$ cat src/rtl/wmem_load_seq.sv
// Streaming weight/bias loader: turns one command plus a 32-bit word stream into
// single-cycle entry writes on the conv1/conv2/fc memory ports, walking the address map.
module wmem_load_seq #(
  parameter int CONV1_BANK_BW   = 3,
  parameter int CONV1_ADDR_BW   = 3,
  parameter int CONV1_VECTOR_BW = 104,
  parameter int CONV2_BANK_BW   = 3,
  parameter int CONV2_ADDR_BW   = 4,
  parameter int CONV2_VECTOR_BW = 64,
  parameter int FC_BANK_BW      = 2,
  parameter int FC_ADDR_BW      = 8,
  parameter int FC_BIAS_BW      = 32,
  parameter int COUNT_BW        = 10
) (
  input  logic                       clk_i,
  input  logic                       rst_i,
  input  logic                       cmd_valid_i,
  output logic                       cmd_ready_o,
  input  logic [11:0]                cmd_addr_i,
  input  logic [COUNT_BW-1:0]        cmd_count_i,
  input  logic                       word_valid_i,
  output logic                       word_ready_o,
  input  logic [31:0]                word_data_i,
  output logic                       busy_o,
  output logic                       done_o,
  output logic                       err_o,
  output logic                       conv1_wr_en_o,
  output logic [CONV1_BANK_BW-1:0]   conv1_wr_bank_o,
  output logic [CONV1_ADDR_BW-1:0]   conv1_wr_addr_o,
  output logic [CONV1_VECTOR_BW-1:0] conv1_wr_data_o,
  output logic                       conv2_wr_en_o,
  output logic [CONV2_BANK_BW-1:0]   conv2_wr_bank_o,
  output logic [CONV2_ADDR_BW-1:0]   conv2_wr_addr_o,
  output logic [CONV2_VECTOR_BW-1:0] conv2_wr_data_o,
  output logic                       fc_wr_en_o,
  output logic [FC_BANK_BW-1:0]      fc_wr_bank_o,
  output logic [FC_ADDR_BW-1:0]      fc_wr_addr_o,
  output logic [FC_BIAS_BW-1:0]      fc_wr_data_o
);

  typedef enum logic [1:0] {S_IDLE, S_COLLECT, S_WRITE, S_DONE} state_t;

  function automatic logic addr_valid(input logic [11:0] a);
    logic ok;
    ok = 1'b0;
    case (a[11:8])
      4'h0: ok = (a[7:6] == 2'b00 && a[3] == 1'b0) || (a == 12'h040) ||
                 (a[7:4] >= 4'h5 && a[7:4] <= 4'h8) || (a == 12'h090);
      4'h1, 4'h2: ok = (a[7:0] <= 8'hCF);
      4'h3, 4'h4: ok = (a[7:0] == 8'h00);
      default: ok = 1'b0;
    endcase
    return ok;
  endfunction

  // Returns {end_flag, next_addr}; only ever called with an address inside the map.
  function automatic logic [12:0] next_addr(input logic [11:0] a);
    logic [12:0] nxt;
    nxt = {1'b0, a + 12'd1};
    if (a[11:8] == 4'h0) begin
      if (a[7:6] == 2'b00) begin
        if (a[2:0] == 3'h7)
          nxt = (a[5:4] == 2'd3) ? 13'h040 : {1'b0, 4'h0, 2'b00, a[5:4] + 2'd1, 4'h0};
      end else if (a == 12'h040) begin
        nxt = 13'h050;
      end else if (a == 12'h090) begin
        nxt = 13'h100;
      end else if (a[3:0] == 4'hF) begin
        nxt = (a[7:4] == 4'h8) ? 13'h090 : {1'b0, a[11:8], a[7:4] + 4'd1, 4'h0};
      end
    end else if (a[11:8] == 4'h1 || a[11:8] == 4'h2) begin
      if (a[7:0] == 8'hCF) nxt = {1'b0, a[11:8] + 4'd1, 8'h00};
    end else if (a == 12'h300) begin
      nxt = 13'h400;
    end else begin
      nxt = 13'h1000;
    end
    return nxt;
  endfunction

  state_t               state_q, state_d;
  logic [11:0]          addr_q;
  logic [COUNT_BW-1:0]  count_q;
  logic [1:0]           idx_q;
  logic [31:0]          slot0_q, slot1_q, slot2_q;
  logic [7:0]           slot3_q;
  logic                 err_q, err_d;

  logic                 is_fc, is_conv1, is_conv2;
  logic [1:0]           last_idx;
  logic [12:0]          nxt;
  logic                 cmd_ok;
  logic                 word_fire;

  assign is_fc    = (addr_q[11:8] != 4'h0);
  assign is_conv1 = !is_fc && (addr_q[7:0] < 8'h50);
  assign is_conv2 = !is_fc && !is_conv1;
  assign last_idx = is_conv1 ? 2'd3 : (is_fc ? 2'd0 : 2'd1);
  assign nxt      = next_addr(addr_q);
  assign cmd_ok   = addr_valid(cmd_addr_i) && (cmd_count_i != '0);

  assign cmd_ready_o  = (state_q == S_IDLE);
  assign word_ready_o = (state_q == S_COLLECT);
  assign busy_o       = (state_q != S_IDLE);
  assign done_o       = (state_q == S_DONE);
  assign err_o        = err_q;
  assign word_fire    = word_valid_i && word_ready_o;

  assign conv1_wr_en_o   = (state_q == S_WRITE) && is_conv1;
  assign conv1_wr_bank_o = CONV1_BANK_BW'(addr_q[6:4]);
  assign conv1_wr_addr_o = CONV1_ADDR_BW'(addr_q[2:0]);
  assign conv1_wr_data_o = CONV1_VECTOR_BW'({slot3_q, slot2_q, slot1_q, slot0_q});

  // conv2 banks start at row 5 of the map, so the subtraction wraps 0x08x to bank 3.
  assign conv2_wr_en_o   = (state_q == S_WRITE) && is_conv2;
  assign conv2_wr_bank_o = CONV2_BANK_BW'(addr_q[6:4] - 3'd5);
  assign conv2_wr_addr_o = CONV2_ADDR_BW'(addr_q[3:0]);
  assign conv2_wr_data_o = CONV2_VECTOR_BW'({slot1_q, slot0_q});

  assign fc_wr_en_o      = (state_q == S_WRITE) && is_fc;
  assign fc_wr_bank_o    = FC_BANK_BW'(addr_q[11:8] - 4'd1);
  assign fc_wr_addr_o    = FC_ADDR_BW'(addr_q[7:0]);
  assign fc_wr_data_o    = FC_BIAS_BW'(slot0_q);

  // NOTE: every signal written here gets a default first, so no path leaves it unassigned and no latch is inferred.
  always_comb begin
    state_d = state_q;
    err_d   = 1'b0;
    case (state_q)
      S_IDLE: begin
        if (cmd_valid_i) begin
          if (cmd_ok) state_d = S_COLLECT;
          else        err_d   = 1'b1;
        end
      end
      S_COLLECT: begin
        if (word_fire && idx_q == last_idx) state_d = S_WRITE;
      end
      S_WRITE: begin
        if (count_q == COUNT_BW'(1)) begin
          state_d = S_DONE;
        end else if (nxt[12]) begin
          err_d   = 1'b1;
          state_d = S_IDLE;
        end else begin
          state_d = S_COLLECT;
        end
      end
      S_DONE:  state_d = S_IDLE;
      default: state_d = S_IDLE;
    endcase
  end

  // NOTE: sequential state uses non-blocking assignments so every register samples pre-edge values.
  always_ff @(posedge clk_i) begin
    if (rst_i) begin
      state_q <= S_IDLE;
      err_q   <= 1'b0;
    end else begin
      state_q <= state_d;
      err_q   <= err_d;
    end
  end

  // NOTE: the holding slots are plain flops, not a RAM, so they are cleared on reset and a stale entry never leaks.
  always_ff @(posedge clk_i) begin
    if (rst_i) begin
      addr_q  <= '0;
      count_q <= '0;
      idx_q   <= '0;
      slot0_q <= '0;
      slot1_q <= '0;
      slot2_q <= '0;
      slot3_q <= '0;
    end else begin
      case (state_q)
        S_IDLE: begin
          if (cmd_valid_i && cmd_ok) begin
            addr_q  <= cmd_addr_i;
            count_q <= cmd_count_i;
            idx_q   <= '0;
          end
        end
        S_COLLECT: begin
          if (word_fire) begin
            case (idx_q)
              2'd0: slot0_q <= word_data_i;
              2'd1: slot1_q <= word_data_i;
              2'd2: slot2_q <= word_data_i;
              default: slot3_q <= word_data_i[7:0];
            endcase
            idx_q <= idx_q + 2'd1;
          end
        end
        S_WRITE: begin
          count_q <= count_q - COUNT_BW'(1);
          idx_q   <= '0;
          if (!nxt[12]) addr_q <= nxt[11:0];
        end
        default: ;
      endcase
    end
  end

endmodule

$ cat config.mk
export PLATFORM = sky130hd
export DESIGN_NAME = wmem_load_seq
export DESIGN_NICKNAME = d
export VERILOG_FILES = /design/src/rtl/wmem_load_seq.sv
export SDC_FILE = /design/constraint.sdc
export NUM_CORES = 1
export LEC_CHECK = 0
export BUFFER_PORTS_ARGS = -buffer_cell sky130_fd_sc_hd__buf_2
export CAP_MARGIN = 20
export CORE_MARGIN = 5
export CORE_UTILIZATION = 40
export DETAILED_ROUTE_END_ITERATION = 16
export PLACE_DENSITY = 0.69
export SYNTH_ARGS = -nofsm -noshare
export SYNTH_HDL_FRONTEND = slang
export SYNTH_SLANG_ARGS = --single-unit
$ cat constraint.sdc
create_clock -name clk_i -period 2.4 [get_ports clk_i]
set_input_delay 0.12 -clock clk_i [delete_from_list [all_inputs] [get_ports clk_i]]
set_output_delay 0.12 -clock clk_i [all_outputs]
set_load 0.01 [all_outputs]
==> impl_metrics.tcl <==
set metrics [dict create \
    holdPathStages 3 \
    min-delay-start "cmd_count_i[2]" \
    grt-ovfl-total 0 \
    antenna_found_initial 0 \
    synthArstFlopShare_pct 0 \
    yosysTopAreaCell "dfxtp_1" \
    htree_levels 4 \
    finalSetupViolCount 0 \
    vias 6772 \
    hpwl_um 16070 \
    endpoint_kind "flop" \
    min_to "count_q[2]$_SDFFE_PP0P_" \
    setup_ws_ns 0.03496 \
    cts_tree "yes" \
    hold_viol_final 0 \
    p_switching_mw 1.411 \
    worst_pin_slew_ns 0.5430 \
    p_total_mw 5.440 \
    fin_crit_sh_pct 98.54 \
    initial_core_util_pct 40.95 \
    path_max_fanout 8 \
    cp.required_ns 2.67 \
    power_density_nw_per_um2 627.6 \
    synth_top_area_share_pct 38.35 \
    fmax_mhz 422.8 \
    ys_warn_count 0 \
    finalNetCount 1179 \
    worst_r2r_endpoint "addr_q[1]$_SDFFE_PP0P_" \
    fp.dieW_um 140.8 \
    numCtsBuffers 17 \
    avgViaCountPerCell 5.069 \
    clockBufferDepth 2 \
    gp_congestion 0.9582 \
    clock_sinks 131 \
    grt_pass1_vias 6287 \
    period_needed_ns 2.365 \
    clk_pin_slew_ns 0.06 \
    die-area_um2 19810 \
    clkPwrFrac_pct 47.9 \
    setup.worst_path.class "flop to flop" \
    status "finished, final reports clean" \
    track_usage_pct 21.44 \
    arrival_ns 2.64 \
    pre_cts_ws_ns 0.1268 \
    clk_latency_ns 0.42 \
    syn_nets 967 \
    wl_um 22290 \
    switching_share_pct 25.95 \
    grt_max_degree 111 \
    drtIter0Drc 358 \
    io_pins 289 \
    synth_ff_type "dfxtp_1" \
    skew_ns 0.01283 \
    syn-instance-count 892 \
    internal_power_mw 4.029 \
    synth.distinct_cells 58 \
    maxSlewHeadroom_pct 63.52 \
    num_antenna_cells 0 \
    io_buffers 288 \
    rsz0062_at_grt "no" \
    ir_worst_vdd_uv 510.6 \
    r2r_slack_ns 0.03 \
    syn_avg_cell_area_um2 7.667 \
    drv_slew 0 \
    synth_seq_cells 131 \
    p_seq_share_pct 41.5 \
    firstDrtPassIters 5 \
    min_path_type "input port to flop" \
    max-cap-violations 0 \
    timing.rr.start "addr_q[0]$_SDFFE_PP0P_" \
    grt_pass1_wl_um 34340 \
    rows 47 \
    netlist_area_um2 6839 \
    layout-drive-gt1-share_pct 33.06 \
    fin_setup_tns_ns 0 \
    combPwrFrac_pct 10.7 \
    ant_nets 0 \
    wl_per_cell_um 16.69 \
    worstSetupStartpointType "flop" \
    core-area_um2 16700 \
    r2r_cells 7 \
    syn2layout_area_growth_pct 26.75 \
    die_h_um 140.8 \
    drc 0 \
    yosys-top-cells-area "dfxtp_1 (38%), nand2_1 (13%), buf_4 (13%)" \
    cellLeakagePower_nw 3.990 \
    clockRootBuffer "clkbuf_16" \
    ys_seq_area_share_pct 38.35 \
    synth_edf_count 0 \
]
[layer usage]
layer  part of all wire, %  wire length, um  track usage, %
met4                   2.1              457           7.241
met5                     0                0               0
met2                    50            11170           37.40
met3                   7.5             1664           4.843
met1                    40             9004           26.06
[critical path: stages (launching register included)]
cell      delay, ns
dfxtp_1        0.46
ha_1           0.27
and3_1         0.41
a211oi_1       0.16
o21ai_1        0.36
nor2_1         0.17
a222oi_1       0.30
a211oi_1       0.10
[cell usage after synthesis, drive strengths merged, types with 4 or more instances]
cell type	n
a311oi	5
nor3	18
nand3	15
dfxtp	131
a22oi	8
buf	120
nor4	8
a31oi	6
clkbuf	43
a21oi	127
nand4	5
inv	19
a211oi	11
or2	4
xor2	4
o31ai	5
ha	17
nor2	37
nor3b	6
o21a	4
xnor2	9
nand2	235
and3	9
o21ai	9
[flip-flops by register name, summed over array words and instances, names as in the netlist]
register	cells
addr_q	12
count_q	10
err_o	1
fc_wr_data_o	32
idx_q	2
slot1_q	32
slot2_q	32
slot3_q	8
state_q	2
[stage by stage]
stage	utilization (%)	std cells	area [um^2]	hold WS [ns]
floorplan	-	892	6839	0.2560
global placement	46.28	1270	7729	0.3842
detailed placement	46.28	1270	7729	0.3890
CTS	51.90	1336	8668	0.01235
global route	51.90	1336	8668	0.03438
finish	51.90	1336	8668	0.03659
[cell type report]
cell class / count / area [um^2]
Clock inverter: 13 / 150.1
Inverter: 19 / 71.32
Multi-Input combinational cell: 579 / 3055
Tap cell: 220 / 275.3
Fill cell: 1593 / 8033
Clock buffer: 18 / 439.2
Timing Repair Buffer: 356 / 2054
Sequential cell: 131 / 2623
[power groups by stage]
stage          logic [mW]  clock network (mW)  registers, mW
6_report            0.582                2.60           2.26
5_1_grt             0.632                2.77           2.26
4_1_cts             0.580                2.67           2.25
3_5_place_dp        0.533                   0           2.30
3_3_place_gp        0.535                   0           2.30
2_1_floorplan       0.333                   0           2.30
[how the worst max path moves through the flow]
stage | start | to | slack (ns) | cells after the start
after global routing | addr_q[5]$_SDFFE_PP0P_ | addr_q[7]$_SDFFE_PP0P_ | 0.004 | 8
after floorplan | addr_q[4]$_SDFFE_PP0P_ | addr_q[7]$_SDFFE_PP0P_ | 0.23 | 8
after detailed placement | addr_q[8]$_SDFFE_PP0P_ | addr_q[4]$_SDFFE_PP0P_ | 0.13 | 9
final | addr_q[0]$_SDFFE_PP0P_ | addr_q[1]$_SDFFE_PP0P_ | 0.03 | 7
after global placement | addr_q[0]$_SDFFE_PP0P_ | addr_q[1]$_SDFFE_PP0P_ | 0.18 | 7
after CTS | addr_q[8]$_SDFFE_PP0P_ | addr_q[4]$_SDFFE_PP0P_ | 0.12 | 9
[cells by family after synthesis]
| group | after synthesis | share of synthesized area, % |
|---|---|---|
| multiplexers | 1 | 0.1464 |
| adder cells (fa/ha/maj) | 17 | 3.110 |
| AND/OR/NAND/NOR | 348 | 21.77 |
| buffers and inverters | 182 | 16.98 |
| flip-flops | 131 | 38.35 |
| AO/OA/AOI/OAI | 200 | 17.98 |
| XOR/XNOR | 13 | 1.665 |
[cells in the final DEF (no fill, tap or decap), types with 10 or more instances in the layout]
cell type / count
a211oi_1: 10
a21oi_1: 126
buf_2: 287
buf_4: 33
clkbuf_16: 17
dfxtp_1: 131
dlygate4sd3_1: 35
ha_1: 17
inv_1: 17
nand2_1: 235
nand3_1: 15
nor2_1: 37
nor3_1: 18
[repair_timing]
| item | in CTS | in global routing |
|---|---|---|
| setup endpoints to repair | 0 | 1 |
| hold endpoints to repair | 104 | 0 |
| hold buffers | 35 | 0 |
| gates resized for setup | 0 | 1 |
| buffers inserted | 0 | 0 |
No activity file was read; power rests on OpenSTA's default activity.
